===== config.mk =====
export PLATFORM = sky130hd
export DESIGN_NAME = sd_cmd_sequencer
export DESIGN_NICKNAME = d
export VERILOG_FILES = /design/src/rtl/sd_cmd_sequencer.sv
export SDC_FILE = /design/constraint.sdc
export NUM_CORES = 1
export LEC_CHECK = 0
export CORE_MARGIN = 2
export CORE_UTILIZATION = 52
export DETAILED_ROUTE_END_ITERATION = 16
export PLACE_DENSITY = 0.85
export SETUP_SLACK_MARGIN = 0.3
export SKIP_CTS_REPAIR_TIMING = 1
export SLEW_MARGIN = 25
export SYNTH_ARGS = -nofsm -noshare
export SYNTH_HDL_FRONTEND = slang
export SYNTH_SLANG_ARGS = --single-unit

===== constraint.sdc =====
create_clock -name clock -period 2.8 [get_ports clock]
set_input_delay 0.56 -clock clock [delete_from_list [all_inputs] [get_ports clock]]
set_output_delay 0.56 -clock clock [all_outputs]
set_load 0.05 [all_outputs]

===== src/rtl/sd_cmd_sequencer.sv =====
// SD CMD-line sequencer: builds the 48-bit command frame, drives the serializer,
// collects and checks the response, retries on timeout/CRC error and reports status.
module sd_cmd_sequencer #(
   parameter int FRAME_W   = 48,
   parameter int TIMEOUT_W = 16,
   parameter int RETRY_W   = 2
) (
   input  logic                 clock,
   input  logic                 reset,
   input  logic                 new_cmd,
   input  logic [5:0]           cmd_index,
   input  logic [31:0]          cmd_arg,
   input  logic                 resp_en,
   input  logic [TIMEOUT_W-1:0] timeout_val,
   input  logic [RETRY_W-1:0]   max_retry,
   output logic                 ser_enable,
   output logic                 ser_load_send,
   output logic [FRAME_W-1:0]   ser_frame,
   input  logic                 ser_complete,
   output logic                 des_enable,
   input  logic                 des_complete,
   input  logic [FRAME_W-1:0]   des_data,
   output logic                 busy,
   output logic                 done,
   output logic [31:0]          resp_arg,
   output logic                 err_timeout,
   output logic                 err_crc,
   output logic                 err_index
);

   localparam logic [2:0] ST_IDLE   = 3'd0;
   localparam logic [2:0] ST_CRC_TX = 3'd1;
   localparam logic [2:0] ST_LOAD   = 3'd2;
   localparam logic [2:0] ST_SEND   = 3'd3;
   localparam logic [2:0] ST_WAIT   = 3'd4;
   localparam logic [2:0] ST_CRC_RX = 3'd5;
   localparam logic [2:0] ST_RETRY  = 3'd6;
   localparam logic [2:0] ST_DONE   = 3'd7;

   localparam logic [RETRY_W-1:0]   RETRY_ONE = RETRY_W'(1'b1);
   localparam logic [TIMEOUT_W-1:0] TMO_ONE   = TIMEOUT_W'(1'b1);
   localparam logic [TIMEOUT_W-1:0] TMO_ZERO  = TIMEOUT_W'(1'b0);

   // One serial step of CRC7 (x^7 + x^3 + 1), message bit shifted in MSB first.
   function automatic logic [6:0] crc7_step(input logic [6:0] crc, input logic din);
      logic fb;
      fb = din ^ crc[6];
      return {crc[5:0], 1'b0} ^ (fb ? 7'h09 : 7'h00);
   endfunction

   logic [2:0]           state_q, state_d;
   logic [5:0]           idx_q, idx_d;
   logic [31:0]          arg_q, arg_d;
   logic                 resp_en_q, resp_en_d;
   logic [RETRY_W-1:0]   retry_q, retry_d;
   logic [TIMEOUT_W-1:0] tmo_q, tmo_d;
   logic [5:0]           cnt_q, cnt_d;
   logic [6:0]           crc_q, crc_d;
   logic [39:0]          msg_q, msg_d;
   logic                 rx_start_q, rx_start_d;
   logic [45:0]          rx_body_q, rx_body_d;
   logic [FRAME_W-1:0]   frame_q, frame_d;
   logic [31:0]          resp_arg_q, resp_arg_d;
   logic                 err_timeout_q, err_timeout_d;
   logic                 err_crc_q, err_crc_d;
   logic                 err_index_q, err_index_d;
   logic                 ser_enable_q, ser_enable_d;
   logic                 ser_load_send_q, ser_load_send_d;
   logic                 des_enable_q, des_enable_d;
   logic                 busy_q, busy_d;
   logic                 done_q, done_d;
   logic [6:0]           crc_next_s;
   logic                 rx_bad_s;

   // Next-state, datapath and registered-output decode for the whole sequence.
   always_comb begin
      state_d       = state_q;
      idx_d         = idx_q;
      arg_d         = arg_q;
      resp_en_d     = resp_en_q;
      retry_d       = retry_q;
      tmo_d         = tmo_q;
      cnt_d         = cnt_q;
      crc_d         = crc_q;
      msg_d         = msg_q;
      rx_start_d    = rx_start_q;
      rx_body_d     = rx_body_q;
      frame_d       = frame_q;
      resp_arg_d    = resp_arg_q;
      err_timeout_d = err_timeout_q;
      err_crc_d     = err_crc_q;
      err_index_d   = err_index_q;
      crc_next_s    = crc7_step(crc_q, msg_q[39]);
      // A wrong start or end bit is folded into the CRC error.
      rx_bad_s      = (crc_q != rx_body_q[7:1]) || rx_start_q || !rx_body_q[0];

      case (state_q)
         ST_IDLE: begin
            if (new_cmd) begin
               idx_d         = cmd_index;
               arg_d         = cmd_arg;
               resp_en_d     = resp_en;
               retry_d       = '0;
               err_timeout_d = 1'b0;
               err_crc_d     = 1'b0;
               err_index_d   = 1'b0;
               cnt_d         = 6'd0;
               crc_d         = 7'd0;
               msg_d         = {2'b01, cmd_index, cmd_arg};
               state_d       = ST_CRC_TX;
            end else begin
               state_d = ST_IDLE;
            end
         end
         ST_CRC_TX: begin
            crc_d = crc_next_s;
            msg_d = {msg_q[38:0], 1'b0};
            cnt_d = cnt_q + 6'd1;
            if (cnt_q == 6'd39) begin
               frame_d = {2'b01, idx_q, arg_q, crc_next_s, 1'b1};
               state_d = ST_LOAD;
            end else begin
               state_d = ST_CRC_TX;
            end
         end
         ST_LOAD: begin
            state_d = ST_SEND;
         end
         ST_SEND: begin
            if (ser_complete) begin
               if (resp_en_q) begin
                  tmo_d   = timeout_val;
                  state_d = ST_WAIT;
               end else begin
                  state_d = ST_DONE;
               end
            end else begin
               state_d = ST_SEND;
            end
         end
         ST_WAIT: begin
            // A response arriving on the expiry clock still counts.
            if (des_complete) begin
               rx_start_d = des_data[47];
               rx_body_d  = des_data[45:0];
               msg_d      = des_data[47:8];
               crc_d      = 7'd0;
               cnt_d      = 6'd0;
               state_d    = ST_CRC_RX;
            end else if (tmo_q == TMO_ZERO) begin
               err_timeout_d = 1'b1;
               state_d       = ST_RETRY;
            end else begin
               tmo_d = tmo_q - TMO_ONE;
            end
         end
         ST_CRC_RX: begin
            if (cnt_q == 6'd40) begin
               if (rx_bad_s) begin
                  err_crc_d = 1'b1;
                  state_d   = ST_RETRY;
               end else begin
                  resp_arg_d  = rx_body_q[39:8];
                  err_index_d = (rx_body_q[45:40] != idx_q);
                  state_d     = ST_DONE;
               end
            end else begin
               crc_d = crc_next_s;
               msg_d = {msg_q[38:0], 1'b0};
               cnt_d = cnt_q + 6'd1;
            end
         end
         ST_RETRY: begin
            // The frame register still holds the command, so resend it as is.
            if (retry_q < max_retry) begin
               retry_d       = retry_q + RETRY_ONE;
               err_timeout_d = 1'b0;
               err_crc_d     = 1'b0;
               state_d       = ST_LOAD;
            end else begin
               state_d = ST_DONE;
            end
         end
         ST_DONE: begin
            state_d = ST_IDLE;
         end
         default: begin
            state_d = ST_IDLE;
         end
      endcase

      ser_enable_d    = (state_d == ST_LOAD) || (state_d == ST_SEND);
      ser_load_send_d = (state_d == ST_LOAD);
      des_enable_d    = (state_d == ST_WAIT);
      done_d          = (state_d == ST_DONE);
      busy_d          = (state_d != ST_IDLE) && (state_d != ST_DONE);
   end

   // State and output registers; reset drops every enable immediately.
   always_ff @(posedge clock or negedge reset) begin
      if (!reset) begin
         state_q         <= ST_IDLE;
         idx_q           <= 6'd0;
         arg_q           <= 32'd0;
         resp_en_q       <= 1'b0;
         retry_q         <= '0;
         tmo_q           <= '0;
         cnt_q           <= 6'd0;
         crc_q           <= 7'd0;
         msg_q           <= 40'd0;
         rx_start_q      <= 1'b0;
         rx_body_q       <= 46'd0;
         frame_q         <= '0;
         resp_arg_q      <= 32'd0;
         err_timeout_q   <= 1'b0;
         err_crc_q       <= 1'b0;
         err_index_q     <= 1'b0;
         ser_enable_q    <= 1'b0;
         ser_load_send_q <= 1'b0;
         des_enable_q    <= 1'b0;
         busy_q          <= 1'b0;
         done_q          <= 1'b0;
      end else begin
         state_q         <= state_d;
         idx_q           <= idx_d;
         arg_q           <= arg_d;
         resp_en_q       <= resp_en_d;
         retry_q         <= retry_d;
         tmo_q           <= tmo_d;
         cnt_q           <= cnt_d;
         crc_q           <= crc_d;
         msg_q           <= msg_d;
         rx_start_q      <= rx_start_d;
         rx_body_q       <= rx_body_d;
         frame_q         <= frame_d;
         resp_arg_q      <= resp_arg_d;
         err_timeout_q   <= err_timeout_d;
         err_crc_q       <= err_crc_d;
         err_index_q     <= err_index_d;
         ser_enable_q    <= ser_enable_d;
         ser_load_send_q <= ser_load_send_d;
         des_enable_q    <= des_enable_d;
         busy_q          <= busy_d;
         done_q          <= done_d;
      end
   end

   assign ser_enable    = ser_enable_q;
   assign ser_load_send = ser_load_send_q;
   assign ser_frame     = frame_q;
   assign des_enable    = des_enable_q;
   assign busy          = busy_q;
   assign done          = done_q;
   assign resp_arg      = resp_arg_q;
   assign err_timeout   = err_timeout_q;
   assign err_crc       = err_crc_q;
   assign err_index     = err_index_q;

endmodule


# Word-level counts from Yosys, hierarchy flattened
# Index checks and enable logic that the tools add are counted.
# totals
output_inout_bits	88
elab_cells	122
reg_bits	247
input_bits	110
# classes
bitwise	3
order_cmp	1
n_eq_ne	28
reduce_logical	24
n_addsub	3
n_mux	42
# ops
cell	n
$pmux W40 S4	1
$mux W40	3
$mux W16	4
$pmux W16 S2	1
$pmux W7 S4	1
$ne A2 B2 Y1 const B	12
$pmux W3 S8	1
$pmux W6 S4	1
$mux W7	3
$eq A3 B3 Y1 const B	6
$mux W6	3
$logic_not A16 Y1	1
$sub A16 B1 Y16 const B	1
$mux W3	5
$reduce_and A5 Y1	3
$eq A3 B2 Y1 const B	4
$eq A6 B6 Y1 const B	2
$mux W1	10
$reduce_bool A3 Y1	3
$mux W2	4
$reduce_and A4 Y1	2
$ne A7 B7 Y1	1
$xor A7 B4 Y7	1
$add A6 B1 Y6 const B	1
19 further kinds	27

# Depth between registers and ports, before layout
# Gate-level depths: netlist of run 1.
# logic_depth
word_depth	8
mapped_depth	11
depth_no_buf	9

# Least setup slack after synthesis of run 1
# No wires, ideal clock.
# synth_timing
path_kind	register to register
startpoint	register, netlist name cnt_q[0]
endpoint	register tmo_q[0]
period_less_slack_ns	2.296
required_time_ns	2.668
t_arrival_ns	2.163
setup_time_ns	0.132
stages_incl_launch_ff	11
n_path_buf	2
setup_slack_ns	0.504
path_cell_list	dfrtp_1 inv_1 ha_1 nand4b_1 or3_1 or4_1 buf_2 a31oi_2 or2_2 buf_6 o22ai_1
# synth_lines
element	line	rtl
to (signal assigned)	229	tmo_q <= tmo_d;
to (decl)	56	logic [TIMEOUT_W-1:0] tmo_q, tmo_d;

==> results of run 1 <==
## logic make-up (layout without fill, tap and decap cells)
family	count (synthesis)	in the layout
AOI/OAI and AO/OA	201	201
DFF	246	246
muxes	162	162
other	1	1
xor gates and xnor gates	15	15
and+or+nand+nor	171	171
adders and majority gates	5	5
buffers and inverters	68	287
## sequential cells by signal, summed over array words and instances (netlist names), 7 cells and up
register / count
arg_q: 32
resp_arg: 32
rx_body_q: 46
msg_q: 40
crc_q: 7
tmo_q: 16
ser_frame: 46
## cell type report
class                           instances  area (µm²)
Inverter                               11        41.3
Clock buffer                           33         686
Multi-Input combinational cell        555        4180
Clock inverter                         12         160
Fill cell                            1422        6220
Timing Repair Buffer                  231        2330
Tap cell                              270         338
Sequential cell                       246        6160
## worst register-to-register path: stages (launching register included)
cell and delay, ns:
dfrtp_1 0.40, inv_1 0.09, ha_1 0.16, nand4b_1 0.18
or3_4 0.38, or4_4 0.46, a31oi_4 0.20, buf_8 0.16
and3_1 0.21, nor2_2 0.05
## through the flow
step / std cells / hold slack, ns / setup WS [ns] / instance area [µm²]
3_3_place_gp: 1309 / 0.463 / 0.0565 / 13000
2_1_floorplan: 869 / 0.264 / 0.504 / 10600
4_1_cts: 1354 / 0.0719 / 0.144 / 13800
6_report: 1358 / 0.0439 / 0.386 / 13900
3_5_place_dp: 1309 / 0.467 / 0.0141 / 13000
5_1_grt: 1358 / 0.0956 / 0.295 / 13900
## layout by cell type, fill, tap and decap left out, types with 7 or more instances in the layout
cell	netlist	final
dfrtp_1	246	246
clkdlybuf4s50_1	0	195
mux2_2	160	160
nand2_1	70	69
o21ai_0	64	64
a21oi_1	54	54
a22o_1	38	38
nor2_1	29	27
clkbuf_16	0	26
buf_4	2	26
nor3_1	13	12
xnor2_1	12	12
o31ai_1	12	12
nand3_1	11	11
inv_1	10	10
nor4_1	11	10
nand4_1	9	9
clkinv_2	0	8
nand2b_1	7	7
o21ai_2	7	7
## routing by layer
layer / routed length [µm] / vias up / track usage
li1: - / 3529 / -
met1: 10400 / 3853 / 0.312
met2: 12200 / 250 / 0.388
met3: 1400 / 51 / 0.0431
met4: 756 / 0 / 0.0767
met5: 0 / - / 0
## how the worst max path moves through the flow
stage | startpoint | end | slack, ns | cells past startpoint
2_1_floorplan | cnt_q[0]$_DFFE_PN0P_ | tmo_q[0]$_DFFE_PN0P_ | 0.50 | 10
6_report | max_retry[1] | tmo_q[10]$_DFFE_PN0P_ | 0.39 | 10
3_5_place_dp | max_retry[1] | tmo_q[0]$_DFFE_PN0P_ | 0.01 | 9
5_1_grt | max_retry[1] | tmo_q[14]$_DFFE_PN0P_ | 0.30 | 10
3_3_place_gp | max_retry[1] | tmo_q[0]$_DFFE_PN0P_ | 0.06 | 9
4_1_cts | cnt_q[0]$_DFFE_PN0P_ | busy$_DFF_PN0_ | 0.14 | 9
## power by group through the flow
stage / clock network, mW / registers (mW) / logic [mW]
floorplan: 0 / 6.16 / 2.69
global placement: 0 / 5.61 / 4.61
detailed placement: 0 / 5.68 / 4.76
CTS: 3.48 / 5.64 / 4.79
global route: 3.64 / 5.81 / 5.30
finish: 3.43 / 5.64 / 4.86
==> flow_summary_export.csv, run 1 <==
group,metric,value,unit
outcome,status,"complete, no violations",
synthesis,yosysUniqueCellTypes,55,
synthesis,yosysWarnings,0,
synthesis,synth_top_family_by_area,"multiplexers",
synthesis,synth_simple_gate_area_frac,0.0769,
timing,slew_headroom,0.553,
routing,drc_errors,0,
critical_path,worst-path-buf-inv,4,
grt,grt_pass1_wl,40.9,mm
placed_design,numPortBuffers,196,
synthesis,synth_ff_type,"dfrtp_1",
synthesis,synth_cells,869,
pwr,comb_power_share,0.349,
routing,wl_per_cell,18.2,µm
placed_design,gp_congestion,0.799,
routing,drtAntennaViolNets,0,
timing,finalSetupViolCount,0,
clock_network,cts_buffer_depth,3,
synthesis,synth_top_area_share,0.583,
critical_path,rr_endpoint,"busy$_DFF_PN0_",
timing,max_freq,0.414,GHz
timing,tns,0,ns
timing,final-max-slew-violation-count,0,
pwr,p_per_area,1000,nW/µm²
pwr,ir_drop,540,µV
cells_and_area,nNetsFinal,1185,
critical_path,crit_arrival,2.80,ns
timing,finalHoldViolations,0,
clock_network,cts.htree.levels,1,
pwr,switchingPower,4.79,mW
timing,tightest_slew,0.670,ns
critical_path,r2r_cells,9,
clock_network,cts_buffers,25,
pwr,p_int,9.14,mW
synthesis,synth.most_common_cell,"dfrtp_1",
synthesis,yosys-top-cells-area,"dfrtp_1 58%, mux2_2 17%, a22o_1 3.2%, o21ai_0 3.0%, a21oi_1 2.6%",
floorplan,coreArea,20100,µm²
floorplan,start_util,0.525,
synthesis,synth_mux_area_frac,0.172,
synthesis,synth_compound_area_frac,0.121,
synthesis,synth_fa_ha_area_frac,0.00592,
placed_design,hpwl,16.5,mm
pwr,pwr-share-clk,0.246,
critical_path,cpMaxStageDelayCell,"clkdlybuf4s50_1",
clock_network,insertion_delay,0.51,ns
synthesis,synth_edf_count,0,
cells_and_area,fin_util,0.691,
synthesis,async_reset_ff_frac,1.00,
critical_path,cpPeakStageDelay,0.46,ns
timing,skew,0.0126,ns
timing,rsz0062_at_grt,"no",
timing,final.period_utilization,0.862,
grt,grt_antenna_before_repair,0,
floorplan,rows,52,
grt,grt_pass1_vias,7808,
timing,fin_crit,2.41,ns
clock_network,clk_pin_slew,0.06,ns
floorplan,die_y,147,µm
critical_path,r2r_start,"cnt_q[0]$_DFFE_PN0P_",
routing,vias,7683,
critical_path,worstSetupPathType,"in2reg",
cells_and_area,syn2layout_area_growth,31.5,%
grt,grt_overflow_total,0,
pwr,p_leak,6.19,nW
clock_network,cts.sinks,246,
critical_path,required,3.19,ns
pwr,p_sw_frac,0.344,
synthesis,syn-num-nets,984,
floorplan,ioPinCount,198,
routing,via_per_inst,5.66,
clock_network,cts_tree,"yes",
routing,wl,24.8,mm
synthesis,synthXorXnorAreaFrac,0.0124,
min_path,hold_class,"in2async",
pwr,pwr-share-seq,0.405,
critical_path,crit_family,"compound AO/OA/AOI/OAI gates",
synthesis,synth_commonest_cells,"246 x dfrtp_1, 160 x mux2_2, 70 x nand2_1",
cells_and_area,antennaDiodeCount,0,
cells_and_area,drive_above_1_share,0.238,
synthesis,synth-seq-area-share,0.583,
routing,first_iter_violations,357,
floorplan,die_area,21500,µm²
pwr,power,13.9,mW
synthesis,avgSynthCellArea,12.2,µm²
synthesis,syn_area,10600,µm²
floorplan,die_w,147,µm
critical_path,cp_max_fo,8,
synthesis,ys_ff_latch,246,
critical_path,r2r_setup_slack,0.39,ns
grt,grt_max_degree,86,
critical_path,worstPathCellList,"clkdlybuf4s50_1, inv_1, ha_1, a211o_1, a41oi_1, a31oi_4, buf_4, clkbuf_16, o31ai_1, o21ai_2",
critical_path,startpoint_type,"input port",
synthesis,synth_area_leader_cell,"dfrtp_1",
critical_path,critPathCaptureType,"flip-flop",
routing,drt_first_pass_iters,5,
clock_network,root_buffer,"clkbuf_16",
grt,grtUsageTotal,0.233,
job,max_cap_viol_count,0,
Note: power is estimated with default switching activity, not from simulation.
==> inputs of run 2 (changes only) <==
--- a/config.mk
+++ b/config.mk
@@ -8,7 +8,7 @@
 export CORE_MARGIN = 2
 export CORE_UTILIZATION = 52
 export DETAILED_ROUTE_END_ITERATION = 16
-export PLACE_DENSITY = 0.85
+export PLACE_DENSITY_LB_ADDON = 0.2
 export SETUP_SLACK_MARGIN = 0.3
 export SKIP_CTS_REPAIR_TIMING = 1
 export SLEW_MARGIN = 25
==> flow_summary_export.csv, run 2 (same netlist as run 1, synthesis figures left out) <==
group,metric,value,unit
outcome,status,"complete, no violations",
timing,tightest_slew,0.722,ns
grt,grt_overflow_total,0,
routing,wl,24.7,mm
clock_network,cts.htree.levels,1,
critical_path,cpPeakStageDelay,0.46,ns
grt,grt_pass1_wl,40.9,mm
routing,first_iter_violations,256,
timing,max_freq,0.417,GHz
critical_path,worstPathCellList,"clkdlybuf4s50_1, inv_1, ha_1, a211o_1, a41oi_1, a31oi_4, buf_8, buf_4, o31ai_1, o21ai_2",
timing,skew,0.0153,ns
timing,tns,0,ns
cells_and_area,syn2layout_area_growth,30.8,%
grt,grt_pass1_vias,7709,
pwr,p_per_area,999,nW/µm²
floorplan,die_w,147,µm
timing,final.period_utilization,0.857,
cells_and_area,nNetsFinal,1185,
placed_design,numPortBuffers,196,
routing,wl_per_cell,18.2,µm
timing,rsz0062_at_grt,"yes",
clock_network,cts_buffer_depth,3,
placed_design,place_ws,0.0249,ns
floorplan,rows,52,
grt,grt_max_degree,75,
critical_path,worstSetupPathType,"in2reg",
pwr,p_sw_frac,0.346,
critical_path,required,3.20,ns
placed_design,post_dp_cell_area,12900,µm²
floorplan,start_util,0.525,
routing,drc_errors,0,
critical_path,crit_family,"compound AO/OA/AOI/OAI gates",
floorplan,die_y,147,µm
min_path,hold_class,"in2async",
floorplan,die_area,21500,µm²
pwr,comb_power_share,0.345,
clock_network,cts_tree,"yes",
timing,finalSetupViolCount,0,
cells_and_area,drive_above_1_share,0.235,
clock_network,cts.sinks,246,
clock_network,cts_buffers,26,
job,max_cap_viol_count,0,
placed_design,gp_congestion,0.802,
timing,holdWs,0.0144,ns
critical_path,cpMaxStageDelayCell,"clkdlybuf4s50_1",
cells_and_area,layout_commonest_cell,"dfrtp_1",
pwr,pwr-share-clk,0.248,
timing,setup_ws,0.402,ns
pwr,ir_drop,637,µV
critical_path,critPathCaptureType,"flip-flop",
timing,final-max-slew-violation-count,0,
critical_path,startpoint_type,"input port",
clock_network,root_buffer,"clkbuf_16",
grt,grtUsageTotal,0.235,
clock_network,insertion_delay,0.53,ns
clock_network,clk_pin_slew,0.06,ns
timing,slew_headroom,0.514,
grt,grt_antenna_before_repair,0,
floorplan,coreArea,20100,µm²
routing,drtAntennaViolNets,0,
timing,finalHoldViolations,0,
floorplan,ioPinCount,198,
critical_path,worst-path-buf-inv,4,
cells_and_area,postLayoutCellArea,13800,µm²
pwr,pwr-share-seq,0.407,
timing,fin_crit,2.40,ns
pwr,p_int,9.03,mW
critical_path,cp_max_fo,17,
routing,vias,7464,
routing,drt_first_pass_iters,4,
critical_path,crit_arrival,2.80,ns
placed_design,hpwl,16.6,mm
routing,via_per_inst,5.50,
pwr,p_leak,6.16,nW
cells_and_area,antennaDiodeCount,0,
pwr,switchingPower,4.78,mW
cells_and_area,most-common-layout-cells,"246 x dfrtp_1, 195 x clkdlybuf4s50_1, 160 x mux2_2",
-- run 2: cell types whose count changed in the layout (fill, tap and decap cells not counted), moves of 2 or more --
| cell | change |
|---|---|
| clkinv_2 | -5 |
| buf_12 | -3 |
| buf_4 | +3 |
| clkbuf_8 | +3 |
| bufinv_16 | -2 |
-- run 2: worst reg2reg max path, cell delays in order, from the launching register on --
cell	delay, ns
dfrtp_1	0.40
inv_1	0.09
ha_1	0.15
nand4b_1	0.18
or3_1	0.37
or4_4	0.46
a31oi_4	0.19
buf_8	0.18
and3_1	0.20
nor2_2	0.05
-- run 2: final timing paths --
| check | endpoint | slack [ns] | start | depth (start not counted) |
|---|---|---|---|---|
| max in group asynchronous | tmo_q[15]$_DFFE_PN0P_ | 2.06 | reset | 2 |
| worst min-delay path | tmo_q[8]$_DFFE_PN0P_ | 0.01 | reset | 1 |
| worst max register to register | busy$_DFF_PN0_ | 0.42 | cnt_q[0]$_DFFE_PN0P_ | 9 |
| worst max-delay path | tmo_q[8]$_DFFE_PN0P_ | 0.40 | max_retry[1] | 10 |
| worst min register to register | msg_q[17]$_DFFE_PN0P_ | 0.48 | msg_q[17]$_DFFE_PN0P_ | 2 |
| min in group clock | msg_q[17]$_DFFE_PN0P_ | 0.48 | msg_q[17]$_DFFE_PN0P_ | 2 |
-- run 2: area by class of cell --
cell class | instances | area, µm²
clock inverters | 7 | 98.8
clock buffers | 38 | 756
fillers | 1469 | 6290
well taps | 270 | 338
inverters | 11 | 41.3
repair buffers | 230 | 2260
flip-flops and latches | 246 | 6160
multi-input cells | 555 | 4170
-- run 2: layer usage --
layer	up-vias	wire length (µm)	GRT usage
li1	3524	-	-
met1	3723	10900	0.323
met2	181	12000	0.388
met3	36	1340	0.0534
met4	0	498	0.0471
met5	-	0	0
-- run 2: through the flow --
step           utilization  instances  power, mW
6_report             0.687       1357       13.8
5_1_grt              0.687       1357       14.6
4_1_cts              0.685       1354       13.9
3_5_place_dp         0.642       1309       10.4
3_3_place_gp         0.642       1309       10.2
2_1_floorplan            -        869       8.85
-- run 2: power by group through the flow --
| stage | clock network [mW] | registers [mW] | logic (mW) |
|---|---|---|---|
| floorplan | 0 | 6.16 | 2.69 |
| global placement | 0 | 5.62 | 4.60 |
| detailed placement | 0 | 5.68 | 4.73 |
| CTS | 3.49 | 5.63 | 4.75 |
| global route | 3.66 | 5.79 | 5.20 |
| finish | 3.42 | 5.62 | 4.76 |
==> inputs of run 3 (changes only) <==
--- a/config.mk
+++ b/config.mk
@@ -8,6 +8,7 @@
 export CORE_MARGIN = 2
 export CORE_UTILIZATION = 52
 export DETAILED_ROUTE_END_ITERATION = 16
+export MAX_ROUTING_LAYER = met4
 export PLACE_DENSITY_LB_ADDON = 0.2
 export SETUP_SLACK_MARGIN = 0.3
 export SKIP_CTS_REPAIR_TIMING = 1
==> flow_summary_export.csv, run 3 (same netlist as run 1, synthesis figures left out) <==
group,metric,value,unit
cells_and_area,most-common-layout-cells,"246 x dfrtp_1, 195 x clkdlybuf4s50_1, 160 x mux2_2",
floorplan,ioPinCount,198,
timing,final.period_utilization,0.856,
grt,grt_max_degree,75,
clock_network,cts.sinks,246,
pwr,power,13.8,mW
clock_network,insertion_delay,0.53,ns
timing,rsz0062_at_grt,"yes",
critical_path,required,3.20,ns
grt,grt_pass1_wl,40.8,mm
routing,first_iter_violations,249,
clock_network,cts_tree,"yes",
routing,wl_per_cell,18.4,µm
routing,drc_errors,0,
routing,wl,24.9,mm
grt,busiest_layer,"met2",
cells_and_area,fillers,1475,
clock_network,cts_buffer_depth,3,
timing,final-max-slew-violation-count,0,
routing,via_per_inst,5.51,
critical_path,worstSetupPathType,"in2reg",
clock_network,clk_pin_slew,0.06,ns
critical_path,startpoint_type,"input port",
critical_path,critPathCaptureType,"flip-flop",
cells_and_area,syn2layout_area_growth,30.8,%
floorplan,die_y,147,µm
timing,skew,0.0164,ns
grt,grt_overflow_total,0,
floorplan,die_area,21500,µm²
cells_and_area,antennaDiodeCount,0,
grt,grtUsageMet1,0.327,
pwr,ir_drop,642,µV
timing,setup_ws,0.403,ns
timing,tns,0,ns
grt,use_met3,0.0469,
timing,finalSetupViolCount,0,
routing,drtAntennaViolNets,0,
timing,fin_crit,2.40,ns
cells_and_area,nNetsFinal,1185,
placed_design,post_dp_cell_area,12900,µm²
placed_design,hpwl,16.6,mm
floorplan,coreArea,20100,µm²
grt,grt_antenna_before_repair,0,
floorplan,start_util,0.525,
critical_path,worstPathCellList,"clkdlybuf4s50_1, inv_1, ha_1, a211o_1, a41oi_1, a31oi_4, buf_8, buf_4, o31ai_1, o21ai_2",
cells_and_area,drive_above_1_share,0.235,
grt,grt_pass1_vias,7710,
critical_path,cp_max_fo,17,
pwr,p_leak,6.16,nW
clock_network,cts_buffers,26,
clock_network,cts.htree.levels,1,
job,max_cap_viol_count,0,
placed_design,gp_congestion,0.813,
pwr,p_per_area,1000,nW/µm²
grt,grtUsageMet2,0.388,
floorplan,rows,52,
timing,slew_headroom,0.517,
timing,finalHoldViolations,0,
clock_network,root_buffer,"clkbuf_16",
timing,tightest_slew,0.717,ns
timing,max_freq,0.417,GHz
routing,drt_first_pass_iters,4,
cells_and_area,layout_commonest_cell,"dfrtp_1",
placed_design,place_ws,0.0249,ns
cells_and_area,postLayoutCellArea,13800,µm²
floorplan,die_w,147,µm
min_path,hold_class,"in2async",
routing,vias,7475,
grt,grtUsageTotal,0.242,
critical_path,crit_arrival,2.80,ns
outcome,status,"complete, no violations",
placed_design,numPortBuffers,196,
critical_path,cpPeakStageDelay,0.46,ns
critical_path,cpMaxStageDelayCell,"clkdlybuf4s50_1",
==> run 3: cell counts in the layout (fill, tap and decap cells not counted) <==
Identical to the previous run, type by type.
==> run 3: path summary, 6_finish.rpt <==
path	start	endpoint	slack [ns]	depth (start not counted)
setup reg to reg	cnt_q[0]$_DFFE_PN0P_	busy$_DFF_PN0_	0.42	9
min in group clock	msg_q[27]$_DFFE_PN0P_	msg_q[27]$_DFFE_PN0P_	0.48	2
max in group asynchronous	reset	tmo_q[15]$_DFFE_PN0P_	2.05	2
hold reg to reg	msg_q[27]$_DFFE_PN0P_	msg_q[27]$_DFFE_PN0P_	0.48	2
hold / removal	reset	tmo_q[8]$_DFFE_PN0P_	0.02	1
setup / recovery	max_retry[1]	tmo_q[8]$_DFFE_PN0P_	0.40	10
==> run 3: area by class of cell <==
type                            count  area [µm²]  area share
Multi-Input combinational cell    555        4170       0.301
Clock inverter                      7        98.8     0.00715
Tap cell                          270         338      0.0244
Clock buffer                       38         756      0.0547
Inverter                           11        41.3     0.00299
Timing Repair Buffer              230        2260       0.164
Sequential cell                   246        6160       0.446
==> run 3: per-layer routing <==
metal / share of wire / routed length, µm
met5: 0 / 0
met4: 0.018 / 448
met3: 0.049 / 1230
met2: 0.49 / 12100
met1: 0.45 / 11100
==> run 3: metrics by stage <==
step	utilization	instances	hold slack, ns
finish	0.687	1357	0.0163
global route	0.687	1357	0.0425
CTS	0.685	1354	0.0293
detailed placement	0.642	1309	0.470
global placement	0.642	1309	0.462
floorplan	-	869	0.264
==> run 3: where the power goes <==
| part | internal (mW) | switching [mW] | leakage (nW) |
|---|---|---|---|
| Clock | 2.05 | 1.38 | 0.418 |
| Sequential | 4.83 | 0.799 | 3.22 |
| Combinational | 2.15 | 2.61 | 2.52 |
==> run 3: critical path: cells and delay by family <==
kind	cells	cell delay, ns
adder cells (fa/ha/maj)	1	0.29
buffers and inverters	4	0.82
AO/OA/AOI/OAI	5	1.12
